===== config.mk =====
export PLATFORM = sky130hd
export DESIGN_NAME = decode_issue_stage
export DESIGN_NICKNAME = d
export VERILOG_FILES = /design/src/rtl/decode_issue_stage.sv
export SDC_FILE = /design/constraint.sdc
export NUM_CORES = 1
export LEC_CHECK = 0
export ABC_AREA = 1
export BUFFER_PORTS_ARGS = -buffer_cell sky130_fd_sc_hd__clkbuf_2
export CORE_UTILIZATION = 49
export CTS_CLUSTER_DIAMETER = 150
export CTS_CLUSTER_SIZE = 24
export DETAILED_ROUTE_END_ITERATION = 10
export GPL_TIMING_DRIVEN = 0
export PLACE_DENSITY = 0.78
export SETUP_SLACK_MARGIN = 0.4
export SLEW_MARGIN = 20
export SYNTH_ARGS = -nofsm -noshare
export SYNTH_HDL_FRONTEND = slang
export SYNTH_SLANG_ARGS = --single-unit

===== constraint.sdc =====
create_clock -name clk -period 2.25 [get_ports clk]
set_input_delay 0.1125 -clock clk [delete_from_list [all_inputs] [get_ports clk]]
set_output_delay 0.1125 -clock clk [all_outputs]
set_load 0.005 [all_outputs]

===== src/rtl/decode_issue_stage.sv =====
// LC-3b decode/issue stage: decodes the fetched word, checks the pending-write
// scoreboard, bypasses writeback data, and loads a single-entry ID/EX register.
module decode_issue_stage #(
   parameter int NUM_REGS = 8,
   parameter int WORD_W   = 16
) (
   input  logic                        clk,
   input  logic                        rst_n,
   input  logic                        flush,
   input  logic                        if_valid,
   output logic                        if_ready,
   input  logic [WORD_W-1:0]           if_ir,
   input  logic [WORD_W-1:0]           if_pc,
   output logic [$clog2(NUM_REGS)-1:0] rf_src_a,
   output logic [$clog2(NUM_REGS)-1:0] rf_src_b,
   input  logic [WORD_W-1:0]           rf_reg_a,
   input  logic [WORD_W-1:0]           rf_reg_b,
   input  logic                        wb_valid,
   input  logic [$clog2(NUM_REGS)-1:0] wb_dest,
   input  logic [WORD_W-1:0]           wb_data,
   output logic                        ex_valid,
   input  logic                        ex_ready,
   output logic [WORD_W-1:0]           ex_ir,
   output logic [WORD_W-1:0]           ex_pc,
   output logic [WORD_W-1:0]           ex_op_a,
   output logic [WORD_W-1:0]           ex_op_b,
   output logic [$clog2(NUM_REGS)-1:0] ex_dest,
   output logic                        ex_writes
);
   localparam int RW = $clog2(NUM_REGS);

   typedef struct packed {
      logic [WORD_W-1:0] ir;
      logic [WORD_W-1:0] pc;
      logic [WORD_W-1:0] op_a;
      logic [WORD_W-1:0] op_b;
      logic [RW-1:0]     dest;
      logic              writes;
   } idex_t;

   idex_t               idex;
   logic [NUM_REGS-1:0] busy;
   logic [NUM_REGS-1:0] busy_nxt;
   logic [3:0]          op;
   logic                is_store;
   logic                use_a;
   logic                use_b;
   logic                writes;
   logic [RW-1:0]       dest;
   logic                hit_a;
   logic                hit_b;
   logic                hit_d;
   logic                stall;
   logic                issue;
   logic [WORD_W-1:0]   op_a;
   logic [WORD_W-1:0]   op_b;

   assign op       = if_ir[15:12];
   assign is_store = (op == 4'b0011) || (op == 4'b0111) || (op == 4'b1011);
   assign rf_src_a = if_ir[8:6];
   assign rf_src_b = is_store ? if_ir[11:9] : if_ir[2:0];

   always_comb begin
      use_a  = 1'b0;
      use_b  = 1'b0;
      writes = 1'b0;
      dest   = if_ir[11:9];
      case (op)
         4'b0001, 4'b0101: begin          // ADD, AND
            use_a  = 1'b1;
            use_b  = !if_ir[5];
            writes = 1'b1;
         end
         4'b1001, 4'b1101, 4'b0010, 4'b0110, 4'b1010: begin  // NOT, SHF, loads
            use_a  = 1'b1;
            writes = 1'b1;
         end
         4'b0011, 4'b0111, 4'b1011: begin // stores
            use_a = 1'b1;
            use_b = 1'b1;
         end
         4'b1100: use_a = 1'b1;           // JMP
         4'b1110: writes = 1'b1;          // LEA
         4'b0100: begin                   // JSR/JSRR link into R7
            use_a  = !if_ir[11];
            writes = 1'b1;
            dest   = RW'(7);
         end
         4'b1111: begin                   // TRAP links into R7
            writes = 1'b1;
            dest   = RW'(7);
         end
         default: ;
      endcase
   end

   // A writeback to a busy register in this same cycle resolves the hazard.
   assign hit_a = wb_valid && (wb_dest == rf_src_a);
   assign hit_b = wb_valid && (wb_dest == rf_src_b);
   assign hit_d = wb_valid && (wb_dest == dest);
   assign stall = (use_a && busy[rf_src_a] && !hit_a) ||
                  (use_b && busy[rf_src_b] && !hit_b) ||
                  (writes && busy[dest] && !hit_d);

   assign if_ready = !stall && !flush && (!ex_valid || ex_ready);
   assign issue    = if_valid && if_ready;
   assign op_a     = hit_a ? wb_data : rf_reg_a;
   assign op_b     = hit_b ? wb_data : rf_reg_b;

   // Clear-then-set ordering lets a same-index issue win over writeback.
   always_comb begin
      busy_nxt = busy;
      if (wb_valid) busy_nxt[wb_dest] = 1'b0;
      if (flush && ex_valid && idex.writes) busy_nxt[idex.dest] = 1'b0;
      if (issue && writes) busy_nxt[dest] = 1'b1;
   end

   always_ff @(posedge clk) begin
      if (!rst_n) begin
         idex     <= '0;
         ex_valid <= 1'b0;
         busy     <= '0;
      end else begin
         busy <= busy_nxt;
         if (flush) begin
            ex_valid <= 1'b0;
         end else if (issue) begin
            ex_valid <= 1'b1;
            idex     <= '{ir: if_ir, pc: if_pc, op_a: op_a, op_b: op_b,
                          dest: dest, writes: writes};
         end else if (ex_ready) begin
            ex_valid <= 1'b0;
         end
      end
   end

   assign ex_ir     = idex.ir;
   assign ex_pc     = idex.pc;
   assign ex_op_a   = idex.op_a;
   assign ex_op_b   = idex.op_b;
   assign ex_dest   = idex.dest;
   assign ex_writes = idex.writes;
endmodule


==> results of run 1 <==
[layer usage]
metal / part of all wire / wire, µm
met2: 0.49 / 6949
met3: 0.079 / 1128
met1: 0.41 / 5803
met4: 0.025 / 354
met5: 0 / 0
[flip-flops by register name (all words and copies together), names as in the netlist]
register / cells
ex_op_a: 16
ex_valid: 1
ex_op_b: 16
ex_ir: 16
ex_dest: 3
busy: 8
ex_pc: 16
ex_writes: 1
[final timing paths]
| kind | endpoint | startpoint | cells after the start | slack, ns |
|---|---|---|---|---|
| hold / removal | ex_pc[2]$_SDFFE_PN0P_ | if_pc[2] | 3 | -0.00008 |
| setup reg to reg | ex_writes$_SDFFE_PN0P_ | busy[5]$_SDFF_PN0_ | 14 | 0.28 |
| hold reg to reg | ex_ir[3]$_SDFFE_PN0P_ | ex_ir[3]$_SDFFE_PN0P_ | 2 | 0.46 |
| setup / recovery | ex_pc[6]$_SDFFE_PN0P_ | wb_dest[1] | 14 | 0.27 |
[final cells by class]
class / instances / area (µm²)
buffer: 44 / 267.8
clock buffer: 11 / 141.4
clock inverter: 5 / 106.4
fill: 671 / 2386
inverter: 49 / 183.9
multi-input combinational: 430 / 2296
sequential: 77 / 1555
tap: 105 / 131.4
timing repair buffer: 186 / 1107
[stage by stage]
step                instances  utilization
CTS                       905       0.6904
detailed placement        865       0.6185
global route              907       0.7081
global placement          865       0.6185
floorplan                 600            -
finish                    907       0.7081
[synthesized netlist by cell type, types with 2 or more instances]
library cell	n
a21oi_1	72
a21oi_2	11
buf_2	10
buf_4	3
buf_6	6
clkbuf_1	25
dfxtp_1	77
inv_1	45
inv_2	4
nand2_1	155
nand2_2	8
nand2_4	2
nand3_1	70
nand3_2	12
nand4_1	19
nor2_1	22
nor2_4	2
o211ai_1	7
o21ai_0	38
o311ai_0	2
xnor2_1	3
[cells by family after synthesis]
kind of cell	count (synthesis)	share of synthesized area
and+or+nand+nor	293	0.3353
AOI/OAI and AO/OA	134	0.1833
buffers and inverters	93	0.1013
DFF	77	0.3738
xor gates and xnor gates	3	0.006373
[power by group through the flow]
stage | Sequential [mW] | Combinational (mW) | Clock [mW]
detailed placement | 1.50 | 0.676 | 0
floorplan | 1.50 | 0.401 | 0
global placement | 1.50 | 0.667 | 0
global route | 1.48 | 0.884 | 1.39
finish | 1.47 | 0.810 | 1.32
CTS | 1.47 | 0.755 | 1.33
[cells in the final DEF (no fill, tap or decap), drive strengths merged, types with 2 or more instances in the layout]
master,count
nand2,165
nand4,19
xnor2,3
nor2,25
o311ai,2
a21oi,83
buf,29
inv,50
bufinv,3
dfxtp,77
o21ai,40
o211ai,7
clkbuf,198
dlygate4sd3,14
nand3,82
[what timing repair did]
item	4_1_cts	5_1_grt
gates resized for setup	36	32
cloned	1	1
setup buffers	9	1
endpoints found under the setup margin	70	78
hold endpoints to repair	14	0
pin swaps	8	12
hold buffers	14	0
[worst max-delay path: stages]
cell and delay [ns]:
clkbuf_1 0.36, xnor2_1 0.17, nand4_1 0.32, nand2_1 0.21, nor2_2 0.08, nor2_2 0.11
nand2_2 0.10, nor2_8 0.14, buf_12 0.13, nand2_8 0.05, buf_8 0.15, buf_8 0.14
nand2_2 0.06, a21oi_2 0.05
==> results.json, run 1 <==
{
  "status": "finished, violations left",
  "violations": "negative hold slack",
  "cts_tree": "done",
  "maxSlewViolCount": 0,
  "yosysTopAreaCell": "dfxtp_1",
  "core_um2": 8175,
  "crit_type": "in2reg",
  "final-hold-violation-count": 1,
  "yosysSeqAreaShare": 0.3738,
  "yosysWarnings": 0,
  "rows": 33,
  "worstPathMaxFanout": 9,
  "synth-main-ff-cell": "dfxtp_1",
  "internal-power_mw": 2.545,
  "synth_cells": 600,
  "gr-usage-met2": 0.5657,
  "htree_levels": 3,
  "max-cap-violations": 0,
  "grt.busiest_layer": "met2",
  "viasPerCell": 5.490,
  "hold_path_class": "in2reg",
  "io_pins": 165,
  "grt_use_met1": 0.4031,
  "synth-edff-count": 0,
  "synthArstFlopShare": 0,
  "ys_seq_elements": 77,
  "gp_congestion": 0.9466,
  "p_switching_mw": 1.057,
  "max_freq_mhz": 505.3,
  "power_frac_seq": 0.408,
  "cts_buffer_depth": 2,
  "postRouteAntennaNets": 0,
  "grt_overflow": 0,
  "cts_buffers": 9,
  "pre_cts_ws_ns": -0.01585,
  "whs_ns": -0.00007719,
  "rsz0062_at_grt": "true",
  "syn_avg_cell_area_um2": 6.873,
  "fin_setup_tns_ns": 0,
  "root_buffer": "clkbuf_8",
  "fin_area_um2": 5789,
  "sw_frac_of_total": 0.2935,
  "syn_nets": 689,
  "grt_pass1_wl_mm": 22.49,
  "p_leak_nw": 2.618,
  "die_area_um2": 8787,
  "syn-cell-area_um2": 4124,
  "powerDensity_nw_per_um2": 622.2,
  "tightestPinTransition_ns": 0.7084,
  "track_usage": 0.3293,
  "cp_data_required_time_ns": 2.46,
  "area_delta_synth_final_pct": 40.38,
  "p_total_mw": 3.602,
  "skew_ns": 0.01144,
  "wl_per_cell_um": 15.69,
  "post-route-period-util": 0.8795,
  "antenna_cells": 0,
  "clockPowerShare": 0.367,
  "critPathLaunchType": "primary input",
  "cp-end-kind": "flop",
  "layout-drive-gt1-share": 0.3603,
  "ir_worst_vdd_mv": 0.3537,
  "synth_top_area_share": 0.3738,
  "die_y_um": 93.74,
  "drtIter0Drc": 251,
  "initial_core_util": 0.5044,
  "finalCriticalPeriod_ns": 1.979,
  "cp.arrival_ns": 2.19,
  "power_frac_comb": 0.225,
  "post-route-drc-count": 0,
  "drt-pass1-iter-count": 5,
  "grt_pass1_vias": 4717,
  "synth_cell_types": 28,
  "portBuffers": 160,
  "place_hpwl_mm": 10.05,
  "worst_slack_ns": 0.2711,
  "slew_headroom": 0.5277,
  "clock-sinks": 77,
  "clk_latency_ns": 0.36,
  "vias": 4979,
  "setup_viol_count_final": 0,
  "antenna_found_initial": 0,
  "grt_max_degree": 14,
  "use_met3": 0.05421,
  "synth_area_leaders": "dfxtp_1, nand2_1, a21oi_1",
  "placedInstanceArea_um2": 5056,
  "finalNetCount": 886,
  "drt-total-wl_mm": 14.24,
  "clk_pin_slew_worst_paths_ns": 0.09,
  "die_x_um": 93.74
}
Note: power is estimated with default switching activity, not from simulation.
==> run 2: changes to the inputs <==
CELL_PAD_IN_SITES_DETAIL_PLACEMENT = 0   (was default)
CELL_PAD_IN_SITES_GLOBAL_PLACEMENT = 2   (was default)
CORE_UTILIZATION = 25   (was 49)
PLACE_DENSITY = 0.77   (was 0.78)
==> run 2 against run 1 <==
Effect of this change: the run now ends clean; die area increased by 94%; utilization decreased by 33 points; register-to-register slack improved by 0.07 ns; first-iteration DRC count decreased by 23%; non-clock buffer count decreased by 11; clock-buffer cell count unchanged; final cell count increased by 11%; routed wire length increased by 16%; power increased by 6.5%; global-route usage decreased by 13 points; sequential power about the same; critical path type is now reg2out; critical endpoint is now if_ready; largest power group is now clock; highest routed layer unchanged.
==> results.json, run 2 (same netlist as run 1, synthesis figures left out) <==
{
  "status": "complete, no violations",
  "place_hpwl_mm": 12.35,
  "p_switching_mw": 1.143,
  "root_buffer": "clkbuf_16",
  "max_freq_mhz": 526.4,
  "die_x_um": 130.4,
  "rsz0062_at_grt": "true",
  "postRouteAntennaNets": 0,
  "r2r_slack_ns": 0.35,
  "grt_max_degree": 14,
  "vias": 4787,
  "max-cap-violations": 0,
  "core_um2": 16000,
  "ir_worst_vdd_mv": 0.4326,
  "grt_pass1_wl_mm": 25.22,
  "place_inst": 976,
  "internal-power_mw": 2.694,
  "clk_pin_slew_worst_paths_ns": 0.06,
  "viasPerCell": 4.754,
  "setup_viol_count_final": 0,
  "antenna_cells": 0,
  "drt-total-wl_mm": 16.50,
  "post-route-period-util": 0.8444,
  "clk_latency_ns": 0.34,
  "drtIter0Drc": 194,
  "rows": 46,
  "cp_data_required_time_ns": 2.14,
  "cts_buffers": 9,
  "die_area_um2": 17010,
  "power_frac_comb": 0.229,
  "n_fill_cell": 1775,
  "drt-pass1-iter-count": 7,
  "finalNetCount": 875,
  "whs_ns": 0.01354,
  "skew_ns": 0.008263,
  "track_usage": 0.1957,
  "final_common_cell": "clkbuf_2",
  "clockPowerShare": 0.387,
  "worst_slack_ns": 0.3502,
  "io_pins": 165,
  "finalCriticalPeriod_ns": 1.900,
  "maxSlewViolCount": 0,
  "worst_path_max_delay_cell": "dfxtp_4",
  "final-hold-violation-count": 0,
  "cts_tree": "done",
  "gp_congestion": 0.8799,
  "die_y_um": 130.4,
  "max_stage_delay_ns": 0.35,
  "cp-end-kind": "primary output",
  "initial_core_util": 0.2577,
  "cts_buffer_depth": 2,
  "portBuffers": 160,
  "slew_headroom": 0.3185,
  "power_frac_seq": 0.384,
  "sw_frac_of_total": 0.2979,
  "cp_cell_sequence": "a21oi_2, o21ai_1, o21ai_1, nand2_1, nand2_1, nor2_1, nor2_1, nand2_2, nor2_8, buf_8, buf_6",
  "clock-sinks": 77,
  "hold_path_class": "in2reg",
  "area_delta_synth_final_pct": 47.57,
  "p_leak_nw": 2.651,
  "antenna_found_initial": 0,
  "htree_levels": 3,
  "grt_overflow": 0,
  "post-route-drc-count": 0,
  "critPathLaunchType": "flop",
  "tightestPinTransition_ns": 1.022,
  "wl_per_cell_um": 16.39,
  "grt_pass1_vias": 4669,
  "placedInstanceArea_um2": 5195,
  "most-common-layout-cells": "clkbuf_2, nand2_1, dfxtp_1, nand3_1, a21oi_1",
  "cp.arrival_ns": 1.79,
  "p_total_mw": 3.837,
  "pre_cts_ws_ns": -0.1667,
  "stdcell_count": 1007,
  "layout-drive-gt1-share": 0.3982,
  "powerDensity_nw_per_um2": 630.4,
  "crit_type": "reg2out",
  "fin_setup_tns_ns": 0,
  "final_util": 0.3804,
  "fin_area_um2": 6086,
  "worstPathMaxFanout": 5
}
run 2: routing by layer:
metal,up-vias,share of wire,GRT usage
met5,-,0,0
met3,16,0.057,0.04520
met2,159,0.47,0.3217
met4,0,0.014,0.05139
li1,2373,-,-
met1,2239,0.46,0.2576
run 2: path summary, 6_finish.rpt:
kind	end	cells after the start	startpoint
setup / recovery	if_ready	11	busy[7]$_SDFF_PN0_
hold / removal	ex_pc[14]$_SDFFE_PN0P_	3	if_pc[14]
setup reg to reg	ex_op_a[13]$_SDFFE_PN0P_	14	busy[7]$_SDFF_PN0_
hold reg to reg	ex_ir[14]$_SDFFE_PN0P_	2	ex_ir[14]$_SDFFE_PN0P_
run 2: area by class of cell:
cell class / instances / area (µm²) / area share
Buffer: 44 / 320.3 / 0.05263
Timing Repair Buffer: 175 / 1020 / 0.1676
Multi-Input combinational cell: 430 / 2434 / 0.3999
Inverter: 49 / 187.7 / 0.03084
Sequential cell: 77 / 1553 / 0.2551
Clock buffer: 11 / 242.7 / 0.03988
Tap cell: 216 / 270.3 / 0.04441
Clock inverter: 5 / 58.81 / 0.009663
run 2: critical path, delay by kind of cell (launching register included):
family	cells	cell delay, ns
AOI/OAI and AO/OA	3	0.30
and+or+nand+nor	6	0.58
buffers and inverters	2	0.22
DFF	1	0.35
run 2: power groups by stage:
stage          Combinational (mW)  Clock, mW  Sequential [mW]
2_1_floorplan               0.401          0             1.50
3_3_place_gp                0.711          0             1.50
3_5_place_dp                0.715          0             1.50
4_1_cts                     0.774       1.51             1.47
5_1_grt                     0.967       1.57             1.48
6_report                    0.880       1.48             1.47
run 2: what timing repair did:
action | 4_1_cts | 5_1_grt
endpoints found under the hold margin | 1 | 0
resized for setup | 51 | 65
pin swaps | 12 | 22
gates cloned | 0 | 3
hold buffers | 1 | 0
endpoints found under the setup margin | 78 | 78
setup buffers | 7 | 4
